--- src/rtl/darksimv_mon_fifo_if.sv ---
// Signal bundle between the DarkRISCV core-bus tap, the capture FIFO and the draining monitor.
// Handshake: the head record transfers on a CLK rising edge with VALID=1 and POP=1; POP with VALID=0 is ignored.
interface darksimv_mon_fifo_if #(
    parameter int DEPTH = 16
);
    localparam int CW = $clog2(DEPTH) + 1;

    // core bus, sampled by the capture side
    logic          HLT;
    logic [31:0]   IDATA;
    logic [31:0]   IADDR;
    logic [31:0]   DATAI;
    logic [31:0]   DATAO;
    logic [31:0]   DADDR;
    logic [2:0]    DLEN;
    logic          DRD;
    logic          DWR;

    // consumer side
    logic          POP;
    logic          CLR;
    logic          VALID;
    logic [31:0]   R_IDATA;
    logic [31:0]   R_IADDR;
    logic [31:0]   R_DATAI;
    logic [31:0]   R_DATAO;
    logic [31:0]   R_DADDR;
    logic [2:0]    R_DLEN;
    logic          R_DRD;
    logic          R_DWR;
    logic [31:0]   R_CYC;
    logic [CW-1:0] COUNT;
    logic          OVF;
    logic [15:0]   DROPS;

    modport slave (
        input  HLT, IDATA, IADDR, DATAI, DATAO, DADDR, DLEN, DRD, DWR, POP, CLR,
        output VALID, R_IDATA, R_IADDR, R_DATAI, R_DATAO, R_DADDR, R_DLEN, R_DRD, R_DWR,
        output R_CYC, COUNT, OVF, DROPS
    );

    modport master (
        output HLT, IDATA, IADDR, DATAI, DATAO, DADDR, DLEN, DRD, DWR, POP, CLR,
        input  VALID, R_IDATA, R_IADDR, R_DATAI, R_DATAO, R_DADDR, R_DLEN, R_DRD, R_DWR,
        input  R_CYC, COUNT, OVF, DROPS
    );
endinterface

--- src/rtl/darksimv_mon_fifo.sv ---
// Timestamped capture of DarkRISCV core-bus cycles into a first-word-fall-through FIFO.
// A full FIFO keeps its oldest records; rejected captures set OVF and bump a saturating DROPS counter.
module darksimv_mon_fifo #(
    parameter int DEPTH     = 16,
    parameter bit DATA_ONLY = 1'b0
) (
    input  logic               CLK,
    input  logic               RES,
    darksimv_mon_fifo_if.slave bus
);
    localparam int            AW         = $clog2(DEPTH);
    localparam int            CW         = AW + 1;
    localparam logic [CW-1:0] FULL_COUNT = CW'(DEPTH);
    localparam logic [15:0]   DROPS_MAX  = 16'hFFFF;

    typedef struct packed {
        logic [31:0] iaddr;
        logic [31:0] idata;
        logic [31:0] daddr;
        logic [31:0] datai;
        logic [31:0] datao;
        logic [2:0]  dlen;
        logic        drd;
        logic        dwr;
        logic [31:0] cyc;
    } rec_t;

    rec_t          mem [DEPTH];
    rec_t          rec_in;
    rec_t          head;
    rec_t          shown;
    logic [AW-1:0] rd_ptr;
    logic [AW-1:0] wr_ptr;
    logic [CW-1:0] count;
    logic [31:0]   cyc;
    logic          ovf;
    logic [15:0]   drops;
    logic          push;
    logic          pop_ok;
    logic          accept;
    logic          drop;
    logic          empty;
    logic          full;

    // A pop on a full FIFO frees the slot the same-edge push lands in, so nothing is dropped.
    always_comb begin
        push   = !bus.HLT && (!DATA_ONLY || bus.DRD || bus.DWR);
        empty  = (count == '0);
        full   = (count == FULL_COUNT);
        pop_ok = bus.POP && !empty;
        accept = push && (!full || pop_ok);
        drop   = push && !accept;
    end

    always_comb begin
        rec_in       = '0;
        rec_in.iaddr = bus.IADDR;
        rec_in.idata = bus.IDATA;
        rec_in.daddr = bus.DADDR;
        rec_in.datai = bus.DATAI;
        rec_in.datao = bus.DATAO;
        rec_in.dlen  = bus.DLEN;
        rec_in.drd   = bus.DRD;
        rec_in.dwr   = bus.DWR;
        rec_in.cyc   = cyc;
    end

    always_ff @(posedge CLK or posedge RES) begin
        if (RES) begin
            rd_ptr <= '0;
            wr_ptr <= '0;
            count  <= '0;
            cyc    <= '0;
        end else begin
            cyc <= cyc + 32'd1;
            if (accept) wr_ptr <= wr_ptr + 1'b1;
            if (pop_ok) rd_ptr <= rd_ptr + 1'b1;
            case ({accept, pop_ok})
                2'b10:   count <= count + 1'b1;
                2'b01:   count <= count - 1'b1;
                default: count <= count;
            endcase
        end
    end

    // Storage is deliberately left out of reset; the pointers alone define what is live.
    always_ff @(posedge CLK) begin
        if (accept) mem[wr_ptr] <= rec_in;
    end

    // CLR outranks a same-edge drop, so that drop is never counted.
    always_ff @(posedge CLK or posedge RES) begin
        if (RES) begin
            ovf   <= 1'b0;
            drops <= '0;
        end else if (bus.CLR) begin
            ovf   <= 1'b0;
            drops <= '0;
        end else if (drop) begin
            ovf <= 1'b1;
            if (drops != DROPS_MAX) drops <= drops + 16'd1;
        end
    end

    assign head  = mem[rd_ptr];
    assign shown = empty ? '0 : head;

    assign bus.VALID   = !empty;
    assign bus.R_IADDR = shown.iaddr;
    assign bus.R_IDATA = shown.idata;
    assign bus.R_DADDR = shown.daddr;
    assign bus.R_DATAI = shown.datai;
    assign bus.R_DATAO = shown.datao;
    assign bus.R_DLEN  = shown.dlen;
    assign bus.R_DRD   = shown.drd;
    assign bus.R_DWR   = shown.dwr;
    assign bus.R_CYC   = shown.cyc;
    assign bus.COUNT   = count;
    assign bus.OVF     = ovf;
    assign bus.DROPS   = drops;
endmodule
--- src/flat_wrapper.sv ---
// flat-port wrapper written by rule: the top's interface ports become plain ports
module darksimv_mon_fifo_flat 
#(
    parameter int DEPTH     = 16,
    parameter bit DATA_ONLY = 1'b0
)
  (CLK, RES, bus_HLT, bus_IDATA, bus_IADDR, bus_DATAI, bus_DATAO, bus_DADDR, bus_DLEN, bus_DRD, bus_DWR, bus_POP, bus_CLR, bus_VALID, bus_R_IDATA, bus_R_IADDR, bus_R_DATAI, bus_R_DATAO, bus_R_DADDR, bus_R_DLEN, bus_R_DRD, bus_R_DWR, bus_R_CYC, bus_COUNT, bus_OVF, bus_DROPS);
  darksimv_mon_fifo_if #(.DEPTH(DEPTH)) bus_i ();
  input  logic CLK;
  input  logic RES;
  input wire logic [$bits(bus_i.HLT)-1:0] bus_HLT;
  input wire logic [$bits(bus_i.IDATA)-1:0] bus_IDATA;
  input wire logic [$bits(bus_i.IADDR)-1:0] bus_IADDR;
  input wire logic [$bits(bus_i.DATAI)-1:0] bus_DATAI;
  input wire logic [$bits(bus_i.DATAO)-1:0] bus_DATAO;
  input wire logic [$bits(bus_i.DADDR)-1:0] bus_DADDR;
  input wire logic [$bits(bus_i.DLEN)-1:0] bus_DLEN;
  input wire logic [$bits(bus_i.DRD)-1:0] bus_DRD;
  input wire logic [$bits(bus_i.DWR)-1:0] bus_DWR;
  input wire logic [$bits(bus_i.POP)-1:0] bus_POP;
  input wire logic [$bits(bus_i.CLR)-1:0] bus_CLR;
  output wire logic [$bits(bus_i.VALID)-1:0] bus_VALID;
  output wire logic [$bits(bus_i.R_IDATA)-1:0] bus_R_IDATA;
  output wire logic [$bits(bus_i.R_IADDR)-1:0] bus_R_IADDR;
  output wire logic [$bits(bus_i.R_DATAI)-1:0] bus_R_DATAI;
  output wire logic [$bits(bus_i.R_DATAO)-1:0] bus_R_DATAO;
  output wire logic [$bits(bus_i.R_DADDR)-1:0] bus_R_DADDR;
  output wire logic [$bits(bus_i.R_DLEN)-1:0] bus_R_DLEN;
  output wire logic [$bits(bus_i.R_DRD)-1:0] bus_R_DRD;
  output wire logic [$bits(bus_i.R_DWR)-1:0] bus_R_DWR;
  output wire logic [$bits(bus_i.R_CYC)-1:0] bus_R_CYC;
  output wire logic [$bits(bus_i.COUNT)-1:0] bus_COUNT;
  output wire logic [$bits(bus_i.OVF)-1:0] bus_OVF;
  output wire logic [$bits(bus_i.DROPS)-1:0] bus_DROPS;
  assign bus_i.HLT = bus_HLT;
  assign bus_i.IDATA = bus_IDATA;
  assign bus_i.IADDR = bus_IADDR;
  assign bus_i.DATAI = bus_DATAI;
  assign bus_i.DATAO = bus_DATAO;
  assign bus_i.DADDR = bus_DADDR;
  assign bus_i.DLEN = bus_DLEN;
  assign bus_i.DRD = bus_DRD;
  assign bus_i.DWR = bus_DWR;
  assign bus_i.POP = bus_POP;
  assign bus_i.CLR = bus_CLR;
  assign bus_VALID = bus_i.VALID;
  assign bus_R_IDATA = bus_i.R_IDATA;
  assign bus_R_IADDR = bus_i.R_IADDR;
  assign bus_R_DATAI = bus_i.R_DATAI;
  assign bus_R_DATAO = bus_i.R_DATAO;
  assign bus_R_DADDR = bus_i.R_DADDR;
  assign bus_R_DLEN = bus_i.R_DLEN;
  assign bus_R_DRD = bus_i.R_DRD;
  assign bus_R_DWR = bus_i.R_DWR;
  assign bus_R_CYC = bus_i.R_CYC;
  assign bus_COUNT = bus_i.COUNT;
  assign bus_OVF = bus_i.OVF;
  assign bus_DROPS = bus_i.DROPS;
  darksimv_mon_fifo #(.DEPTH(DEPTH), .DATA_ONLY(DATA_ONLY)) u_core (.CLK(CLK), .RES(RES), .bus(bus_i));
endmodule
--- config.mk ---
export PLATFORM = sky130hd
export DESIGN_NAME = darksimv_mon_fifo_flat
export DESIGN_NICKNAME = d
export VERILOG_FILES = /design/src/rtl/darksimv_mon_fifo_if.sv /design/src/rtl/darksimv_mon_fifo.sv /design/src/flat_wrapper.sv
export SDC_FILE = /design/constraint.sdc
export NUM_CORES = 2
export LEC_CHECK = 0
export BUFFER_PORTS_ARGS = -buffer_cell sky130_fd_sc_hd__buf_2
export CORE_MARGIN = 2
export CORE_UTILIZATION = 62
export CTS_BUF_LIST = sky130_fd_sc_hd__clkbuf_16
export DETAILED_ROUTE_END_ITERATION = 8
export GPL_TIMING_DRIVEN = 0
export PLACE_DENSITY_LB_ADDON = 0.25
export SYNTH_ARGS = -nofsm -noshare
export SYNTH_HDL_FRONTEND = slang
export SYNTH_SLANG_ARGS = --single-unit
--- constraint.sdc ---
create_clock -name CLK -period 7.3 [get_ports CLK]
set_input_delay 0.73 -clock CLK [delete_from_list [all_inputs] [get_ports CLK]]
set_output_delay 0.73 -clock CLK [all_outputs]
set_load 0.02 [all_outputs]
; Word level (Yosys, flattened, before mapping)
; Memory sizes are Yosys's and may differ from the RTL's.
; Index checks and enable logic that the tools add are counted.
[word_totals]
ramBits = 3152
output_inout_bits = 220
word_cells = 39
memories = 1
input_bits = 170
reg_bits = 62
[memory_table]
columns = memory, words, width, read_ports, rd_clocked_by_memory_dff, write_ports, line
row1 = u_core.mem, 16, 197, 1, 0, 1, darksimv_mon_fifo.sv:28  ; rec_t mem [DEPTH];
[classes]
muxes = 9
n_reduce_logical = 13
n_addsub = 6
eq_ne = 4
[ops]
columns = cell, n
row1 = $mux 197, 1
row2 = $mux 16, 3
row3 = $add 32x1->32 const B, 1
row4 = $add 16x1->16 const B, 1
row5 = $ne 16x16->1 const B, 1
row6 = $pmux 5 s2, 1
row7 = $add 4x1->4 const B, 2
row8 = $reduce_bool 2->1, 3
row9 = $add 5x1->5 const B, 1
row10 = $eq 5x5->1 const B, 1
row11 = $logic_not 5->1, 1
row12 = $sub 5x1->5 const B, 1
row13 = $logic_not 1->1, 4
row14 = $mux 1, 4
row15 = $logic_and 1x1->1, 3
row16 = $eq 2x1->1 const B, 1
row17 = $eq 2x2->1 const B, 1
row18 = $reduce_and 2->1, 1
row19 = $logic_or 1x1->1, 1

; Depth between registers and ports, before layout
[logic_depth]
depth_word = 9
ltp_mapped = 8
ltp_nobuf = 8

; Least setup slack after synthesis
; Ideal clock, no wire load.
[synth_timing]
kind = input -> register
from = input port bus_POP
to = memory u_core.mem[12][0] (netlist bit), enable pin
n_path_buf = 1
path_slack_ns = 0.866
setup_time_ns = 0.577
cell_stages = 4
t_required_ns = 6.723
arrival_ns = 5.857
cell_sequence = nor2b_1 a21oi_1 clkbuf_1 and4_1
[synth_between]
elab_chain_len = 5
[synth_lines]
columns = element, line
row1 = start: declaration, flat_wrapper.sv:20  ; input wire logic [$bits(bus_i.POP)-1:0] bus_POP;
row2 = $logic_and 1x1->1, darksimv_mon_fifo.sv:50  ; pop_ok = bus.POP && !empty;
row3 = $logic_or 1x1->1, darksimv_mon_fifo.sv:51  ; accept = push && (!full || pop_ok);
row4 = $logic_and 1x1->1, darksimv_mon_fifo.sv:51
row5 = $mux 1, darksimv_mon_fifo.sv:88  ; if (accept) mem[wr_ptr] <= rec_in;
row6 = $mux 1 (implied by the code), darksimv_mon_fifo.sv:88
row7 = end: declaration, darksimv_mon_fifo.sv:28
; Every way passes these cells.

; Worst setup path in the final report
[layout_timing]
from = register u_core.rd_ptr[1]
to = output port bus_R_IDATA[22]
[layout_between]
elab_chain_len = 2
[layout_lines]
columns = element, line
row1 = start: declaration, darksimv_mon_fifo.sv:32  ; logic [AW-1:0] rd_ptr;
row2 = start signal: assignment, darksimv_mon_fifo.sv:77  ; if (pop_ok) rd_ptr <= rd_ptr + 1'b1;
row3 = $mem_v2 16x197, -
row4 = $mux 197, darksimv_mon_fifo.sv:106  ; assign shown = empty ? '0 : head;
row5 = end: declaration, flat_wrapper.sv:23  ; output wire logic [$bits(bus_i.R_IDATA)-1:0] bus_R_IDATA;
; Every way passes these cells.

==> results.yml <==
logic_synthesis:
  synthArstFlopShare_pct: 1.929
  synth_edf_count: 3152
  syn_nets: 5287
  ys_types: 51
  syn_avg_cell_area_um2: 23.90
  syn-cell-area_um2: 122100
  synth_seq_cells: 3214
  synthTopCellsByArea: "edfxtp_1 78%, mux4_2 15%, mux2i_1 3.2%"
  ys_seq_area_share_pct: 78.82
  yosys.area.top_type: "edfxtp_1"
  syn_inst: 5106
  synthFlopType: "edfxtp_1"
  netlist.area_leader.share_pct: 77.55
  yosysWarnings: 0
route:
  vias_per_cell: 6.849
  dr.pass1.iters: 6
  num_vias: 60230
  wl_um: 306800
  drtIter0Drc: 8032
  wire_per_inst_um: 34.89
  drtAntennaViolNets: 0
  drcViolationCount: 0
timing:
  rsz0062_at_grt: "no"
  setup_viol: 0
  finalHoldViolations: 0
  max_freq_ghz: 0.1798
  fin_crit_sh_pct: 76.20
  setup_tns_ns: 0
  worst_slew_pin_slew_ns: 1.544
  fin_worst_skew_ns: 0.03778
  maxSlewHeadroom_pct: -2.934
  period_needed_ns: 5.563
  maxSlewViolCount: 11
global_route:
  gr-total-overflow: 0
  grt_pass1_vias: 61640
  grt_pass1_wl_um: 434300
  grt.total_usage_pct: 30.89
  antenna_found_initial: 66
  grt_max_degree: 63
worst_hold_path:
  hp-class: "input pin to register"
  hp-start: "bus_DATAI[2]"
power:
  power.density_nw_per_um2: 409.4
  ir_drop_mv: 0.2372
  p_leak_nw: 45.68
clock_network:
  cts_root_buf: "clkbuf_16"
  cts_resized: 0
  cts_tree: "built"
  clockBufferDepth: 4
  cts_made_buffers: 325
  cts.clk_slew.worst_paths_ns: 0.06
  cts_setup_buffers: 0
  htree_levels: 5
  insertion_delay_ns: 0.93
  cts.sinks: 3214
job:
  maxCapViolations: 1
place:
  hpwl_um: 171400
  io_buffers: 388
  globalplace.congestion: 0.7628
setup_path:
  crit_start: "u_core.rd_ptr[1]"
  start_kind: "register"
  path_class: "register to primary output"
  critical-path-slowest-cell: "clkbuf_1"
  worst-path-max-fanout: 10
  crit_top_cell: "buf_2"
  required_ns: 6.57
  cp.arrival_ns: 4.83
  end_kind: "primary output"
  critical_path.max_stage_delay_ns: 0.93
  cp_cell_sequence: "buf_2 > buf_2 > clkbuf_1 > buf_2 > mux4_2 > mux2i_1 > o22ai_1 > buf_2"
  reg2reg_from: "u_core.bus.COUNT[4]"
floorplan:
  pin_count: 390
  core_um2: 195200
  dieHeight_um: 447.7
  die_area_um2: 200400
  rows: 162
  die_x_um: 447.7
  start_util_pct: 62.53
finish:
  area_delta_synth_final_pct: 14.30
  layout_commonest_cell: "edfxtp_1"
  multiInputGateArea_um2: 24650
  layout-drive-gt1-share_pct: 29.96
  seqCellArea_um2: 96200
  nFillCells: 10870
  final_cell_mix: "3152 x edfxtp_1, 788 x mux4_2, 512 x buf_2"
  post-route-util_pct: 71.47
  nets: 6082
run_status:
  violations: "capacitance limit, slew limit"
  outcome: "finished with violations"
==> logic make-up after synthesis <==
group / after synthesis / synth area share, %
mux: 1186 / 17.81
compound gates: 242 / 1.261
buf+inv: 281 / 1.022
flops: 3214 / 78.82
xor+xnor: 39 / 0.2799
fa+ha+maj: 11 / 0.1189
simple gates: 133 / 0.6827
==> routing by layer <==
| metal | part of all wire [%] | GRT usage, % | vias up |
|---|---|---|---|
| li1 | - | - | 23640 |
| met1 | 37 | 42.81 | 31980 |
| met2 | 49 | 48.61 | 3902 |
| met3 | 9.9 | 6.608 | 669 |
| met4 | 4.6 | 13.01 | 40 |
| met5 | 0.071 | 0 | - |
==> cells in the mapped netlist, types with 15 or more instances <==
library cell	count
a21oi_1	18
and2_1	16
buf_1	22
buf_2	124
clkbuf_1	116
dfrtp_1	62
edfxtp_1	3152
mux2i_1	395
mux4_2	788
nand2_1	15
nand3_1	25
nand4_1	17
o22ai_1	197
xnor2_1	32
==> power breakdown <==
part	total (mW)	leakage [nW]	switching [mW]	internal [mW]
registers	22.5	29.3	0.412	22.1
clock network	15.9	5.13	6.74	9.12
logic	18.8	11.3	11.6	7.17
total	57.1	45.7	18.8	38.4
==> flip-flops by register name, indices dropped and copies added (netlist names) <==
signal	count
u_core.cyc	32
u_core.bus.DROPS	16
u_core.bus.COUNT	5
u_core.bus.OVF	1
u_core.mem	3152
u_core.rd_ptr	4
u_core.wr_ptr	4
==> per-stage QoR <==
step | worst slack [ns] | instance area [um2] | power (mW) | hold WS (ns) | std cells
2_1_floorplan | 0.8659 | 122100 | 34.66 | 0.4543 | 5106
3_3_place_gp | -5.436 | 127300 | 41.64 | 0.4683 | 8118
3_5_place_dp | 2.802 | 129400 | 41.42 | 0.4781 | 8196
4_1_cts | 1.807 | 139400 | 57.26 | 0.09281 | 8764
5_1_grt | 1.777 | 139500 | 58.73 | 0.1441 | 8782
6_report | 1.737 | 139500 | 57.11 | 0.1587 | 8794
==> repair_timing <==
| action | 4_1_cts | 5_1_grt |
|---|---|---|
| endpoints found under the setup margin | 0 | 0 |
| hold buffers | 1 | 0 |
| hold endpoints to repair | 62 | 0 |
==> cell type report <==
cell class / instances / area share, %
diodes: 29 / 0.05202
plain buffers: 272 / 0.8709
clock buffers: 332 / 5.955
clock inverters: 235 / 1.215
inverters: 9 / 0.02601
multi-input cells: 1611 / 17.67
flip-flops and latches: 3214 / 68.96
well taps: 2624 / 2.353
repair buffers: 468 / 2.897
==> critical path, delay by kind of cell, from the launching register on <==
family | cells | cell delay [ns]
flops | 1 | 0.36
compound gates | 1 | 0.54
buf+inv | 5 | 2.63
mux | 2 | 0.34
==> final timing paths <==
check	to	slack [ns]	depth (start not counted)
worst max-delay path	bus_R_IDATA[22]	1.74	8
worst min-delay path	u_core.mem[4][71]	0.16	1
worst max register to register	u_core.mem[13][110]	3.86	7
worst min register to register	u_core.rd_ptr[3]	0.49	1
max in group asynchronous	u_core.cyc[26]	6.16	3
min in group asynchronous	u_core.bus.COUNT[0]	0.53	3
Power figures use the tool's default switching activity.
